### config.mk
export PLATFORM = sky130hd
export DESIGN_NAME = obstacle_hit_scanner
export DESIGN_NICKNAME = d
export VERILOG_FILES = /design/src/rtl/obstacle_pkg.sv /design/src/rtl/obstacle_hit_unit.sv /design/src/rtl/obstacle_hit_scanner.sv
export SDC_FILE = /design/constraint.sdc
export NUM_CORES = 1
export LEC_CHECK = 0
export BUFFER_PORTS_ARGS = -buffer_cell sky130_fd_sc_hd__clkbuf_2
export CORE_ASPECT_RATIO = 0.6
export CORE_MARGIN = 2
export CORE_UTILIZATION = 45
export DETAILED_ROUTE_END_ITERATION = 7
export PLACE_DENSITY = 0.58
export SYNTH_ARGS = -nofsm -noshare
export SYNTH_HDL_FRONTEND = slang
export SYNTH_HIERARCHICAL = 1
export SYNTH_SLANG_ARGS = --single-unit
### constraint.sdc
create_clock -name sys_clk -period 9.78 [get_ports sys_clk]
set_input_delay 1.467 -clock sys_clk [delete_from_list [all_inputs] [get_ports sys_clk]]
set_output_delay 1.467 -clock sys_clk [all_outputs]
set_load 0.005 [all_outputs]
### src/rtl/obstacle_pkg.sv
// obstacle_hit_scanner shared types and constants.
// Optional shadow table: OBSTACLE_SHADOW_TABLE_EN.
package obstacle_pkg;

  localparam int OBSTACLE_NUM    = 7;
  localparam int OBSTACLE_WIDTH  = 10;
  localparam int OBSTACLE_HEIGHT = 2 * OBSTACLE_WIDTH;
  localparam int BLOCK_LEN_WIDTH = 4;
  localparam int SCREEN_WIDTH    = 10;
  localparam int PHY_WIDTH       = 15;
  localparam int ID_WIDTH        = $clog2(OBSTACLE_NUM + 1);

  localparam logic [ID_WIDTH-1:0] NO_HIT = ID_WIDTH'(OBSTACLE_NUM);

  typedef logic [PHY_WIDTH-1:0]    phy_t;
  typedef logic [SCREEN_WIDTH-1:0] scr_t;
  typedef logic [ID_WIDTH-1:0]     id_t;

  typedef struct packed {
    phy_t                       pos_x;
    phy_t                       pos_y;
    logic [BLOCK_LEN_WIDTH-1:0] len;
  } obstacle_entry_t;

endpackage

### src/rtl/obstacle_hit_unit.sv
// Per-entry hit test: horizontal span in blocks, vertical
// extent with wrap-around in the absolute y space.
module obstacle_hit_unit
  import obstacle_pkg::*;
(
  input  obstacle_entry_t entry,
  input  phy_t            abs_x,
  input  phy_t            abs_y,
  output logic            hit,
  output phy_t            dx,
  output phy_t            dy
);

  phy_t span;

  assign dx   = abs_x - entry.pos_x;
  assign dy   = abs_y - entry.pos_y;
  assign span = PHY_WIDTH'(entry.len)
              * PHY_WIDTH'(OBSTACLE_WIDTH);

  assign hit = (entry.len != '0)
            && (abs_x >= entry.pos_x)
            && (dx < span)
            && (dy < PHY_WIDTH'(OBSTACLE_HEIGHT));

endmodule

### src/rtl/obstacle_hit_scanner.sv
// Pixel-to-obstacle locator, 2-cycle pipeline.
// Optional shadow table: OBSTACLE_SHADOW_TABLE_EN.
module obstacle_hit_scanner
  import obstacle_pkg::*;
(
  input  logic                       sys_clk,
  input  logic                       sys_rst_n,
  input  logic                       pixel_valid,
  input  logic [SCREEN_WIDTH-1:0]    pixel_x,
  input  logic [SCREEN_WIDTH-1:0]    pixel_y,
  input  logic [PHY_WIDTH-1:0]       camera_y,
  input  logic                       frame_start,
  input  logic                       wr_en,
  input  logic [ID_WIDTH-1:0]        wr_id,
  input  logic [PHY_WIDTH-1:0]       wr_pos_x,
  input  logic [PHY_WIDTH-1:0]       wr_pos_y,
  input  logic [BLOCK_LEN_WIDTH-1:0] wr_len,
  output logic                       out_valid,
  output logic                       obstacle_on,
  output logic [ID_WIDTH-1:0]        obstacle_on_id,
  output logic [SCREEN_WIDTH-1:0]    obstacle_x_rom,
  output logic [SCREEN_WIDTH-1:0]    obstacle_y_rom,
  output logic [PHY_WIDTH-1:0]       obstacle_abs_pos_x,
  output logic [PHY_WIDTH-1:0]       obstacle_abs_pos_y
);

  obstacle_entry_t tbl [OBSTACLE_NUM];
  obstacle_entry_t wr_entry;
  logic            wr_ok;

  assign wr_ok    = wr_en
                 && (wr_id < ID_WIDTH'(OBSTACLE_NUM));
  assign wr_entry = '{pos_x: wr_pos_x,
                      pos_y: wr_pos_y,
                      len:   wr_len};

`ifdef OBSTACLE_SHADOW_TABLE_EN
  obstacle_entry_t shd [OBSTACLE_NUM];

  // Copy takes the pre-edge shadow, so a coincident write waits a frame
  always_ff @(posedge sys_clk or negedge sys_rst_n) begin
    if (!sys_rst_n) begin
      for (int i = 0; i < OBSTACLE_NUM; i++) begin
        tbl[i] <= '0;
        shd[i] <= '0;
      end
    end else begin
      if (frame_start) begin
        for (int i = 0; i < OBSTACLE_NUM; i++)
          tbl[i] <= shd[i];
      end
      if (wr_ok)
        shd[wr_id] <= wr_entry;
    end
  end
`else
  logic unused_frame_start;
  assign unused_frame_start = frame_start;

  always_ff @(posedge sys_clk or negedge sys_rst_n) begin
    if (!sys_rst_n) begin
      for (int i = 0; i < OBSTACLE_NUM; i++)
        tbl[i] <= '0;
    end else if (wr_ok) begin
      tbl[wr_id] <= wr_entry;
    end
  end
`endif

  phy_t                    abs_x;
  phy_t                    abs_y;
  logic [OBSTACLE_NUM-1:0] hit_c;
  phy_t                    dx_c [OBSTACLE_NUM];
  phy_t                    dy_c [OBSTACLE_NUM];

  assign abs_x = {{(PHY_WIDTH-SCREEN_WIDTH){1'b0}}, pixel_x};
  assign abs_y = camera_y + PHY_WIDTH'(pixel_y);

  for (genvar g = 0; g < OBSTACLE_NUM; g++) begin : g_hit
    obstacle_hit_unit u_hit (
      .entry (tbl[g]),
      .abs_x (abs_x),
      .abs_y (abs_y),
      .hit   (hit_c[g]),
      .dx    (dx_c[g]),
      .dy    (dy_c[g])
    );
  end

  logic                    v1;
  logic [OBSTACLE_NUM-1:0] hit1;
  phy_t                    dx1 [OBSTACLE_NUM];
  phy_t                    dy1 [OBSTACLE_NUM];
  phy_t                    ax1;
  phy_t                    ay1;

  always_ff @(posedge sys_clk or negedge sys_rst_n) begin
    if (!sys_rst_n) begin
      v1   <= 1'b0;
      hit1 <= '0;
      ax1  <= '0;
      ay1  <= '0;
      for (int i = 0; i < OBSTACLE_NUM; i++) begin
        dx1[i] <= '0;
        dy1[i] <= '0;
      end
    end else begin
      v1 <= pixel_valid;
      if (pixel_valid) begin
        hit1 <= hit_c;
        ax1  <= abs_x;
        ay1  <= abs_y;
        for (int i = 0; i < OBSTACLE_NUM; i++) begin
          dx1[i] <= dx_c[i];
          dy1[i] <= dy_c[i];
        end
      end
    end
  end

  logic sel_on;
  id_t  sel_id;
  phy_t dx_sel;
  phy_t dy_sel;
  phy_t blk;
  phy_t x_off;
  phy_t pos_x_c;
  phy_t pos_y_c;

  // Descending scan so the lowest hitting id is the last to assign
  always_comb begin
    sel_on = 1'b0;
    sel_id = NO_HIT;
    dx_sel = '0;
    dy_sel = '0;
    for (int i = OBSTACLE_NUM - 1; i >= 0; i--) begin
      if (hit1[i]) begin
        sel_on = 1'b1;
        sel_id = ID_WIDTH'(i);
        dx_sel = dx1[i];
        dy_sel = dy1[i];
      end
    end
  end

  assign blk     = dx_sel / PHY_WIDTH'(OBSTACLE_WIDTH);
  assign x_off   = dx_sel - blk * PHY_WIDTH'(OBSTACLE_WIDTH);
  assign pos_x_c = sel_on ? (ax1 - x_off) : '0;
  assign pos_y_c = sel_on ? (ay1 - dy_sel) : '0;

  always_ff @(posedge sys_clk or negedge sys_rst_n) begin
    if (!sys_rst_n) begin
      out_valid          <= 1'b0;
      obstacle_on        <= 1'b0;
      obstacle_on_id     <= NO_HIT;
      obstacle_x_rom     <= '0;
      obstacle_y_rom     <= '0;
      obstacle_abs_pos_x <= '0;
      obstacle_abs_pos_y <= '0;
    end else begin
      out_valid <= v1;
      if (v1) begin
        obstacle_on        <= sel_on;
        obstacle_on_id     <= sel_id;
        obstacle_x_rom     <= SCREEN_WIDTH'(x_off);
        obstacle_y_rom     <= SCREEN_WIDTH'(dy_sel);
        obstacle_abs_pos_x <= pos_x_c;
        obstacle_abs_pos_y <= pos_y_c;
      end
    end
  end

endmodule

==> metrics <==
Post-Syn Area=~40000 um2; final clock skew=between 40 and 50 ps; Top-Level Pins=132; die height=232 um; num rows=83; Non-Filler Instances=5425; Static Leak=approximately 20 nW; clk buf depth=3; worst-margin pin slew=between 1000 and 1500 ps; drt pass-1 iters=8; critical path's largest stage delay=560 ps; layout cell share with drive strength beyond 1=0.218; die width=384 um; Worst-Skew Late Latency=about 670 ps; power per cell area=around 240 nW/um2; core footprint=85800 um2; CTS Root Cell=clkbuf_16; Area Overhead vs Synth=11.7%; CP Max Fanout=22; Final Instance Area=43600 um2; synthesized area per cell=between 9 and 10 um2; HP Class=reg -> reg; post-layout min period=approximately 9300 ps; Yosys reg bits=between 500 and 600; asr flop ratio synth=1.00; Top FF cell, synth=dfrtp_1; Area contributors post-synth=dfrtp_1 (34%), mux2_2 (14%), ha_1 (11%), inv_1 (4.3%), a21oi_1 (3.5%); WP data arrival=9750 ps; Final Cycle Share=0.948; largest net degree at the start of global routing=around 160; Initial Utilization=0.455; vias per inst=roughly 5.7; NumNets Final=approximately 4700; Synth cell types=around 120; worst rel slew slack=0.157; first-pass GRT wire length=182000 um; Pins Over Slew Limit=0; final setup fails=0; CTS buffer count=57; Worst-path clk slew=approximately 60 ps; placed cell areas=approximately 42000 um2; post-synth top area share=0.341; Sink Count=around 540; CP startpoint kind=flop; DRT iter0 DRCs=between 2000 and 3000; WL per Instance=approximately 22 um; Cells after DPL=between 5000 and 6000; Max-cap violations=0; GRT Residual Overflow=0; leading area contributor after synthesis=dfrtp_1; port bufs=130; post-synthesis sequential area ratio=0.343; Die Area=about 89000 um2; Total Routing Usage GR=0.266; H-tree level count=2; Routed WL=between 100000 and 150000 um; DR vias=slightly above 30000; Detail Placement HPWL=89900 um; Hold Fails Final Rpt=0; Slowest-stage cell, CP=o221a_2; synth warn=6; synthesized instance count=a little over 4000; Post-synth EDFFs=0; Final Power=roughly 10 mW; Peak VDD IR=0.178 mV; antenna-violating nets left=0; CP Class=reg -> reg; Req. time, crit path=just over 10000 ps; cts hold-fix bufs=0; Crit. End Element=flop; CTS tree=done; initial antenna violation count=5; Fill cells=8116; vias in the first global route=slightly below 30000; status=finished, violations left; Final Wtd Congestion=about 0.92; failing checks=DRC; DRC Markers=4; f_max=108 MHz
==> state kept, by name (all words and copies together) (netlist names) <==
name	flops
tbl	238
dx1	105
hit1	7
obstacle_on_id	3
obstacle_y_rom	10
ay1	15
dy1	105
obstacle_abs_pos_x	15
ax1	10
obstacle_abs_pos_y	15
obstacle_on	1
out_valid	1
v1	1
obstacle_x_rom	10
==> cell type report <==
| class | count | area (um2) | area share |
|---|---|---|---|
| inverters | 454 | 1710 | 0.0391 |
| repair buffers | 239 | 1540 | 0.0353 |
| clock inverters | 22 | 292 | 0.00668 |
| diodes | 1 | 2.50 | 0.0000574 |
| multi-input cells | 2941 | 23500 | 0.539 |
| well taps | 1147 | 1440 | 0.0329 |
| clock buffers | 85 | 1700 | 0.0390 |
| flip-flops and latches | 536 | 13400 | 0.308 |
==> cells in the final DEF (no fill, tap or decap), types with 14 or more instances in the layout <==
cell type  count
a211oi_1      25
a21o_1        74
a21oi_1      273
a221oi_1      23
a22oi_1       23
a31oi_1       48
and3_1        27
buf_4        105
clkbuf_16     58
clkbuf_2     128
clkbuf_8      15
conb_1        35
dfrtp_1      527
fa_1          26
ha_1         341
inv_1        449
mux2_2       474
mux2i_1       38
nand2_1      165
nand2b_1      24
nand3_1       65
nand4_1       14
nor2_1       304
nor2b_1       29
nor3_1        63
nor4_1        19
o211ai_1      29
o21a_1        22
o21ai_0      151
o21ai_1       16
o21bai_1      42
o22ai_1       31
o41ai_1       23
or3_1         15
or4_1         18
xnor2_1      135
xor2_1        76
==> through the flow <==
stage / utilization / setup slack (ps) / TNS (ps) / hold slack (ps)
after detailed placement: 0.485 / 492 / 0 / 490
after CTS: 0.508 / 443 / 0 / 505
final: 0.509 / 511 / 0 / 499
after global placement: 0.485 / 683 / 0 / 482
after floorplan: - / 1470 / 0 / 408
after global routing: 0.508 / -38.4 / -38.4 / 515
==> where the power goes <==
group,switching (mW),total [mW],internal [mW]
Sequential,0.380,3.26,2.88
Combinational,2.74,4.65,1.91
Clock,1.01,2.35,1.34
Total,4.13,10.3,6.13
==> final timing paths <==
| path | slack (ps) | cells past startpoint | start | endpoint |
|---|---|---|---|---|
| setup / recovery | 510 | 41 | hit1[1] | obstacle_abs_pos_x[14] |
| hold reg to reg | 500 | 2 | obstacle_on_id[1] | obstacle_on_id[1] |
| min in group asynchronous | 730 | 1 | sys_rst_n | tbl[59] |
| max in group asynchronous | 6920 | 3 | sys_rst_n | dy1[61] |
| hold / removal | 500 | 2 | obstacle_on_id[1] | obstacle_on_id[1] |
| setup reg to reg | 510 | 41 | hit1[1] | obstacle_abs_pos_x[14] |
==> Yosys cell counts, types with 10 or more instances <==
| library cell | count |
|---|---|
| o22ai_1 | 32 |
| a21o_1 | 74 |
| nor4_1 | 20 |
| or4_1 | 18 |
| a311oi_1 | 11 |
| nand2b_1 | 24 |
| o31ai_1 | 10 |
| nand2_1 | 165 |
| and3_1 | 28 |
| dfrtp_1 | 533 |
| nand3_1 | 65 |
| mux2_2 | 474 |
| nor2_1 | 304 |
| o21ai_0 | 152 |
| a221o_1 | 10 |
| buf_1 | 17 |
| nor3_1 | 65 |
| a221oi_1 | 23 |
| a211oi_1 | 25 |
| fa_1 | 26 |
| ha_1 | 341 |
| a211oi_2 | 11 |
| o21bai_1 | 42 |
| o211ai_1 | 29 |
| nor3b_1 | 16 |
| xor2_1 | 76 |
| inv_1 | 449 |
| o21a_1 | 23 |
| mux2i_1 | 38 |
| o21ai_1 | 15 |
| or3_1 | 15 |
| buf_2 | 18 |
| nor2b_1 | 30 |
| a21oi_1 | 273 |
| nand4_1 | 14 |
| o21ai_2 | 12 |
| o2111ai_1 | 10 |
| a31oi_1 | 48 |
| xnor2_1 | 136 |
| o41ai_1 | 24 |
| clkbuf_1 | 106 |
| a22oi_1 | 23 |
==> repair_timing <==
action / in CTS / in global routing
buffers inserted: 0 / 1
resized for setup: 0 / 8
endpoints found under the setup margin: 0 / 3
==> worst max-delay path, delay by kind of cell, from the launching register on <==
family / cells / cell delay [ps]
and+or+nand+nor: 7 / 1780
xor gates and xnor gates: 5 / 810
AOI/OAI and AO/OA: 19 / 3800
DFF: 1 / 330
buffers and inverters: 5 / 960
adders and majority gates: 5 / 1400
==> metal layers <==
metal | global-route usage | vias to the layer above | wire length, um
met3 | 0.0716 | 115 | 10800
met2 | 0.357 | 959 | 45800
met4 | 0.0453 | 2 | 1860
met5 | 0 | - | 12
li1 | - | 14857 | -
met1 | 0.421 | 15159 | 60700
==> kinds of logic (layout without fill, tap and decap cells) <==
kind of cell / count (synthesis) / after routing / synth area share
compound gates: 973 / 973 / 0.172
xor+xnor: 213 / 213 / 0.0482
fa+ha+maj: 369 / 369 / 0.123
buf+inv: 601 / 800 / 0.0596
flops: 536 / 536 / 0.343
mux: 512 / 512 / 0.146
other cells: 1 / 36 / 0.0000960
simple gates: 839 / 839 / 0.107
Power figures use the tool's default switching activity.
